===== config.mk =====
export PLATFORM = sky130hd
export DESIGN_NAME = pe_drain_enc
export DESIGN_NICKNAME = d
export VERILOG_FILES = /design/src/rtl/pe_drain_enc.sv
export SDC_FILE = /design/constraint.sdc
export NUM_CORES = 1
export LEC_CHECK = 0
export CORE_MARGIN = 1.5
export CORE_UTILIZATION = 53
export DETAILED_ROUTE_END_ITERATION = 6
export MAX_ROUTING_LAYER = met4
export PLACE_DENSITY = 0.81
export SKIP_LAST_GASP = 1
export SLEW_MARGIN = 0
export SYNTH_ARGS = -nofsm -noshare
export SYNTH_HDL_FRONTEND = slang
export SYNTH_SLANG_ARGS = --single-unit

===== constraint.sdc =====
create_clock -name clk -period 2.8 [get_ports clk]
set_clock_uncertainty 0.15 [all_clocks]
set_input_delay 0.56 -clock clk [delete_from_list [all_inputs] [get_ports clk]]
set_output_delay 0.56 -clock clk [all_outputs]
set_load 0.02 [all_outputs]

===== src/rtl/pe_drain_enc.sv =====
// pe_drain_enc: registered, parametrised priority-drain encoder.
// Accepts a WIDTH-bit request vector over valid/ready and emits the index of
// each set bit as one beat per cycle in priority order; the final beat of a
// vector carries out_last. A zero vector yields a single beat with out_any=0.
//
// Parameters:
//   WIDTH      request vector width (>=2)
//   LSB_FIRST  0: highest set index first, 1: lowest set index first
// Ports:
//   clk, rst_n                 clock, asynchronous active-low reset
//   in_valid/in_ready/in_req   request vector handshake (in_ready combinational)
//   out_valid/out_ready        beat handshake
//   out_idx, out_onehot        encoded / one-hot index of the current beat
//   out_any                    beat carries a real request
//   out_last                   final beat of the current vector
//   out_cnt                    popcount of the accepted vector (PE_COUNT_EN only)
// Configuration macro: PE_COUNT_EN adds the out_cnt port and popcount logic.
module pe_drain_enc #(
  parameter int unsigned WIDTH     = 16,
  parameter bit          LSB_FIRST = 1'b0
) (
  input  logic                     clk,
  input  logic                     rst_n,
  input  logic                     in_valid,
  output logic                     in_ready,
  input  logic [WIDTH-1:0]         in_req,
  output logic                     out_valid,
  input  logic                     out_ready,
  output logic [$clog2(WIDTH)-1:0] out_idx,
  output logic [WIDTH-1:0]         out_onehot,
  output logic                     out_any,
  output logic                     out_last
`ifdef PE_COUNT_EN
  ,
  output logic [$clog2(WIDTH):0]   out_cnt
`endif
);

  localparam int unsigned IDXW = $clog2(WIDTH);
  localparam int unsigned CNTW = IDXW + 1;

  typedef enum logic {
    IDLE  = 1'b0,
    DRAIN = 1'b1
  } state_t;

  state_t            state;
  logic [WIDTH-1:0]  pending;

  logic              accept;
  logic              advance;
  logic [WIDTH-1:0]  src;
  logic [IDXW-1:0]   sel_idx;
  logic              sel_any;
  logic [WIDTH-1:0]  sel_onehot;
  logic [WIDTH-1:0]  remain;

  // A new vector may enter whenever no beat is held or the held beat is
  // the last one and is being consumed this cycle.
  assign in_ready = (state == IDLE) || (out_ready && out_last);
  assign accept   = in_valid && in_ready;
  assign advance  = (state == DRAIN) && out_ready && !out_last;

  // A freshly accepted vector takes precedence over the (then empty) residue.
  assign src = accept ? in_req : pending;

  // Single-cycle priority select: in ascending order, MSB-first keeps the last
  // hit, LSB-first keeps the first hit.
  always_comb begin
    sel_idx = '0;
    sel_any = 1'b0;
    for (int i = 0; i < int'(WIDTH); i++) begin
      if (src[i]) begin
        if (!LSB_FIRST || !sel_any) sel_idx = IDXW'(i);
        sel_any = 1'b1;
      end
    end
  end

  assign sel_onehot = sel_any ? (WIDTH'(1) << sel_idx) : '0;
  assign remain     = src & ~sel_onehot;

`ifdef PE_COUNT_EN
  logic [CNTW-1:0] pop;

  // Popcount of the incoming vector, captured only on accept.
  always_comb begin
    pop = '0;
    for (int i = 0; i < int'(WIDTH); i++) pop = pop + CNTW'(in_req[i]);
  end
`endif

  // State, residue and registered beat outputs.
  always_ff @(posedge clk or negedge rst_n) begin
    if (!rst_n) begin
      state      <= IDLE;
      pending    <= '0;
      out_valid  <= 1'b0;
      out_idx    <= '0;
      out_onehot <= '0;
      out_any    <= 1'b0;
      out_last   <= 1'b0;
`ifdef PE_COUNT_EN
      out_cnt    <= '0;
`endif
    end else if (accept || advance) begin
      state      <= DRAIN;
      pending    <= remain;
      out_valid  <= 1'b1;
      out_idx    <= sel_idx;
      out_onehot <= sel_onehot;
      out_any    <= sel_any;
      out_last   <= ~|remain;
`ifdef PE_COUNT_EN
      if (accept) out_cnt <= pop;
`endif
    end else if ((state == DRAIN) && out_ready) begin
      // Last beat consumed with nothing new behind it.
      state     <= IDLE;
      out_valid <= 1'b0;
    end
  end

endmodule

## Word-level counts from Yosys, hierarchy flattened

Cells that the tools add are included.

- Register bits: 39
- Output and inout bits: 24
- Logic and storage cells: 55

- Mux-type cells: 35
- Bitwise gates (word level): 3
- Reduce and logical (&&, ||, !) cells: 10
- Shift operators: 1

Operators with widths:

| cell | count |
|---|---|
| two-way mux 4 bit | 14 |
| two-way mux 16 bit | 2 |
| two-way mux 1 bit | 19 |
| AND 16 bit | 1 |
| NOT 16 bit | 1 |
| OR reduction 16 bit | 1 |
| << shifter 1 x 4 -> 16 bit, first input constant | 1 |
| logical AND 1 bit | 4 |
| zero test 1 bit | 2 |
| logical OR 1 bit | 2 |
| nonzero test 2 bit | 1 |
| NOT 1 bit | 1 |

## Longest topological paths before layout

- Depth after elaboration: 25
- Depth in mapped cells: 11
- Depth with buffers taken out: 9

## Worst setup path before layout

No wires, ideal clock.

- Path kind: input to register
- Start point: input out_ready
- End point: register out_last
- Arrival time: 2.299 ns
- Buffers on the path: 2
- Setup slack: 0.256 ns
- Required time: 2.555 ns
- Stages: 10
- Library setup time: 0.095 ns
- Cells stage by stage: a21boi_4 -> inv_4 -> nand2_4 -> buf_6 -> mux2i_2 -> and3_1 -> buf_4 -> nand2_1 -> a211o_1 -> o31ai_1

- Word-level cells in the longest chain between the ends: 25
- Elaborated cells between the ends (all ways): 44
- Classes of those cells: shift: 1; mux: 33; bitwise: 2; reduce/logical: 8

Ends and longest elaborated chain:

| what | RTL line | source |
|---|---|---|
| from (decl) | 28 | `input logic out_ready,` |
| logical AND 1 bit * | 60 | `assign in_ready = (state == IDLE) \|\| (out_ready && out_last);` |
| logical OR 1 bit * | 60 |  |
| net in_ready | 25 | `output logic in_ready,` |
| logical AND 1 bit * | 61 | `assign accept = in_valid && in_ready;` |
| two-way mux 16 bit | 65 | `assign src = accept ? in_req : pending;` |
| two-way mux 1 bit | 73 | `if (src[i]) begin` |
| two-way mux 4 bit or two-way mux 1 bit (tied branches) (14 in a row) | 73 |  |
| << shifter 1 x 4 -> 16 bit or two-way mux 1 bit (tied branches) | 80, 73 |  |
| two-way mux 16 bit | 80 | `assign sel_onehot = sel_any ? (WIDTH'(1) << sel_idx) : '0;` |
| NOT 16 bit | 81 | `assign remain = src & ~sel_onehot;` |
| AND 16 bit | 81 |  |
| OR reduction 16 bit | 113 | `out_last <= ~\|remain;` |
| zero test 1 bit | 113 |  |
| to (signal assigned) | 113 |  |
| to (decl) | 32 | `output logic out_last` |

The timed path passes the listed nets; every way through them passes the cells marked *.
A chain may end at the register's enable or synchronous reset.

## Worst setup path after layout

- Start point: input in_req[9]
- End point: register out_last

- Word-level cells in the longest chain between the ends: 14
- Elaborated cells between the ends (all ways): 21
- Classes of those cells: shift: 1; mux: 16; bitwise: 2; reduce/logical: 2

Ends and longest elaborated chain:

| what | RTL line | source |
|---|---|---|
| from (decl) | 26 | `input logic [WIDTH-1:0] in_req,` |
| two-way mux 16 bit * | 65 |  |
| two-way mux 4 bit (7 in a row) | 73 |  |
| << shifter 1 x 4 -> 16 bit | 80 |  |
| two-way mux 16 bit | 80 |  |
| NOT 16 bit | 81 |  |
| AND 16 bit * | 81 |  |
| OR reduction 16 bit * | 113 |  |
| zero test 1 bit * | 113 |  |

Mark *: on every way between the ends. The rest lies on a longest branch, timed or not.

==> metrics.txt <==
status finished, final reports clean; pwr dens 1180 nW/um^2; Setup crit end kind flop; WL/cell 19.4 um; max-slew violation count 0; die area about 5200 sq um; WP data arrival 2.83 ns; final wirelength 9150 um; Rel. slew slack 40.0%; Finish-stage setup viols 0; FP Rows 24; CTS sink cnt 39; Max Cap Viol 0; Routability Congestion 1.03; worst vdd ir 737 uV; Longest Clk Path Bufs 2; register area share after synthesis 38.5%; yosys warns 0; worst slew pin tran 0.901 ns; CTS tree done; vias per cell 6.32; share of cells above drive strength 1 30.4%; DP HPWL 6710 um; fin nets 440; Worst-path clk slew approximately 0.080 ns; H-tree depth 2; Iter 0 DRT Violations roughly 330; per-instance average area after synthesis 8.42 sq um; Leak Pwr 1.73 nW; initial antenna violation count 0; Area Overhead vs Synth 50.5%; drt first pass iters 5; CP max FO 6; io pins 44; DP Area 3560 sq um; EDFF count, synth 0; worst skew pair latency roughly 0.3 ns; Min-Delay Path Class input port to asynchronous set/reset pin; fin area 3810 sq um; CTS buffer count 5; IO Port Bufs 43; post-synthesis cell area ~2500 sq um; largest net degree at the start of global routing 53; die width 72.1 um; Setup WS post-layout 0.0293 ns; total number of vias around 3k; number of distinct library cells after synthesis 54; cts hold-fix bufs 0; vias in the first global route a little under 3k; GRT overflow 0; CTS root buf clkbuf_8; min cycle time layout approximately 2.8 ns; GR Util All Layers around 37%; DRC errors left 0; Post-Syn Nets ~320; Synth Register Bits 39; Tcrit/Tclk final 99.0%; Required @ worst endpoint 2.86 ns; async set-reset flop share out of synthesis 100%; first-pass GRT wire length 14,400 um; Final Hold Viols 0; critical path class input port to flop; Pwr Total 4.48 mW; startpoint types input port; die height 72.1 um; Core ar. 4470 sq um; fmax 361 MHz; Initial Util 56.6%; Top FF cell, synth dfrtp_1; Post-DRT Antenna Nets 0; n_diodes 0; Post-Synthesis Cells approximately 300; pre-CTS setup slack -0.518 ns; fillers roughly 260
[worst max-delay path: stages]
cell	delay [ns]
clkdlybuf4s50_1	0.56
nor4_4	0.08
buf_4	0.14
nor4_1	0.24
nand2_1	0.17
a21oi_4	0.27
a31oi_1	0.21
nor4b_2	0.24
nand4b_1	0.12
o31ai_1	0.24
[worst paths after layout]
kind,start,endpoint,slack [ns],depth (start not counted)
setup / recovery,in_req[9],out_last$_DFFE_PN0P_,0.03,10
hold / removal,rst_n,out_onehot[14]$_DFFE_PN0P_,0.23,1
setup reg to reg,pending[7]$_DFFE_PN0P_,out_last$_DFFE_PN0P_,0.12,8
hold reg to reg,out_idx[0]$_DFFE_PN0P_,out_idx[0]$_DFFE_PN0P_,0.33,2
max in group asynchronous,rst_n,pending[5]$_DFFE_PN0P_,1.71,1
min in group clk,out_idx[0]$_DFFE_PN0P_,out_idx[0]$_DFFE_PN0P_,0.33,2
[cell usage after synthesis (2+ instances only)]
| cell | count | share of area [%] |
|---|---|---|
| a2111oi_2 | 2 | 1.2 |
| a21o_1 | 2 | 0.59 |
| a21oi_1 | 11 | 2.2 |
| a21oi_4 | 2 | 1.3 |
| a221oi_1 | 2 | 0.69 |
| a31oi_1 | 4 | 0.99 |
| a32o_1 | 3 | 1.2 |
| and2_1 | 3 | 0.74 |
| and3_1 | 2 | 0.49 |
| buf_2 | 3 | 0.59 |
| buf_4 | 3 | 0.89 |
| buf_6 | 2 | 0.89 |
| clkbuf_1 | 7 | 1.0 |
| dfrtp_1 | 39 | 39 |
| inv_1 | 11 | 1.6 |
| mux2_2 | 3 | 1.3 |
| mux2_4 | 2 | 1.2 |
| mux2i_1 | 8 | 3.2 |
| mux2i_2 | 2 | 1.1 |
| nand2_1 | 68 | 10 |
| nand2b_1 | 3 | 0.74 |
| nand3_1 | 3 | 0.59 |
| nand4_1 | 2 | 0.49 |
| nor2_1 | 22 | 3.3 |
| nor3_1 | 6 | 1.2 |
| nor4_1 | 8 | 2.0 |
| o21a_1 | 2 | 0.59 |
| o21ai_0 | 29 | 5.7 |
| o31a_1 | 2 | 0.69 |
| o31ai_1 | 19 | 5.6 |
| or3_1 | 3 | 0.74 |
[flip-flops by register name (all words and copies together), names as in the netlist]
signal and flops:
pending 16, out_idx 4, out_any 1, out_onehot 16, state 1, out_last 1
[logic make-up after synthesis]
group	count (synthesis)	share of synthesized area, %
and+or+nand+nor	126	22.5
AOI/OAI and AO/OA	93	26.8
DFF	39	38.5
buffers and inverters	28	5.43
muxes	15	6.77
[routing by layer]
metal / track usage (%) / wire length [um]
met2: 58.7 / 4430
met3: 7.50 / 785
met4: 16.1 / 310
met1: 47.3 / 3630
met5: - / 0
[report_power, final]
| group | internal [mW] | switching (mW) | total (mW) |
|---|---|---|---|
| combinational | 1.47 | 1.61 | 3.08 |
| sequential | 0.744 | 0.175 | 0.918 |
| clock | 0.266 | 0.223 | 0.488 |
| total | 2.48 | 2.00 | 4.48 |
[area by class of cell]
cell class / instances / area [sq um] / area share [%]
flip-flops and latches: 39 / 976 / 25.6
clock inverters: 3 / 43.8 / 1.15
multi-input cells: 234 / 1550 / 40.5
repair buffers: 127 / 1060 / 27.9
clock buffers: 5 / 68.8 / 1.80
inverters: 13 / 51.3 / 1.35
well taps: 52 / 65.1 / 1.71
[timing repair]
action	4_1_cts	5_1_grt
setup endpoints to repair	5	11
resized for setup	5	22
pin swaps	3	8
cloned	0	0
setup buffers	2	1
[layout by cell type (no fill, tap or decap), drive strengths merged, types with 3 or more instances in the layout]
cell type      synthesis  final
buf                    8     85
a32o                   3      3
clkbuf                 7      5
nor4                   8      8
nand3                  3      3
o31ai                 20     20
inv                   13     13
nor2                  23     23
or3                    3      3
mux2i                 10     10
a21oi                 13     13
nand2b                 3      3
nand2                 69     69
clkdlybuf4s50          0     39
and2                   3      3
dfrtp                 39     39
a31oi                  4      4
mux2                   5      5
nor3                   6      6
o21ai                 29     29
[metrics by stage]
step | utilization (%) | hold slack (ns) | setup TNS, ns | cells
floorplan | - | 0.114 | 0 | 301
global placement | 79.6 | 0.302 | -5.39 | 462
detailed placement | 79.6 | 0.310 | -6.01 | 462
CTS | 82.8 | 0.251 | 0 | 472
global route | 85.2 | 0.301 | -0.0512 | 473
finish | 85.2 | 0.232 | 0 | 473
(Power assumes the default switching activity.)
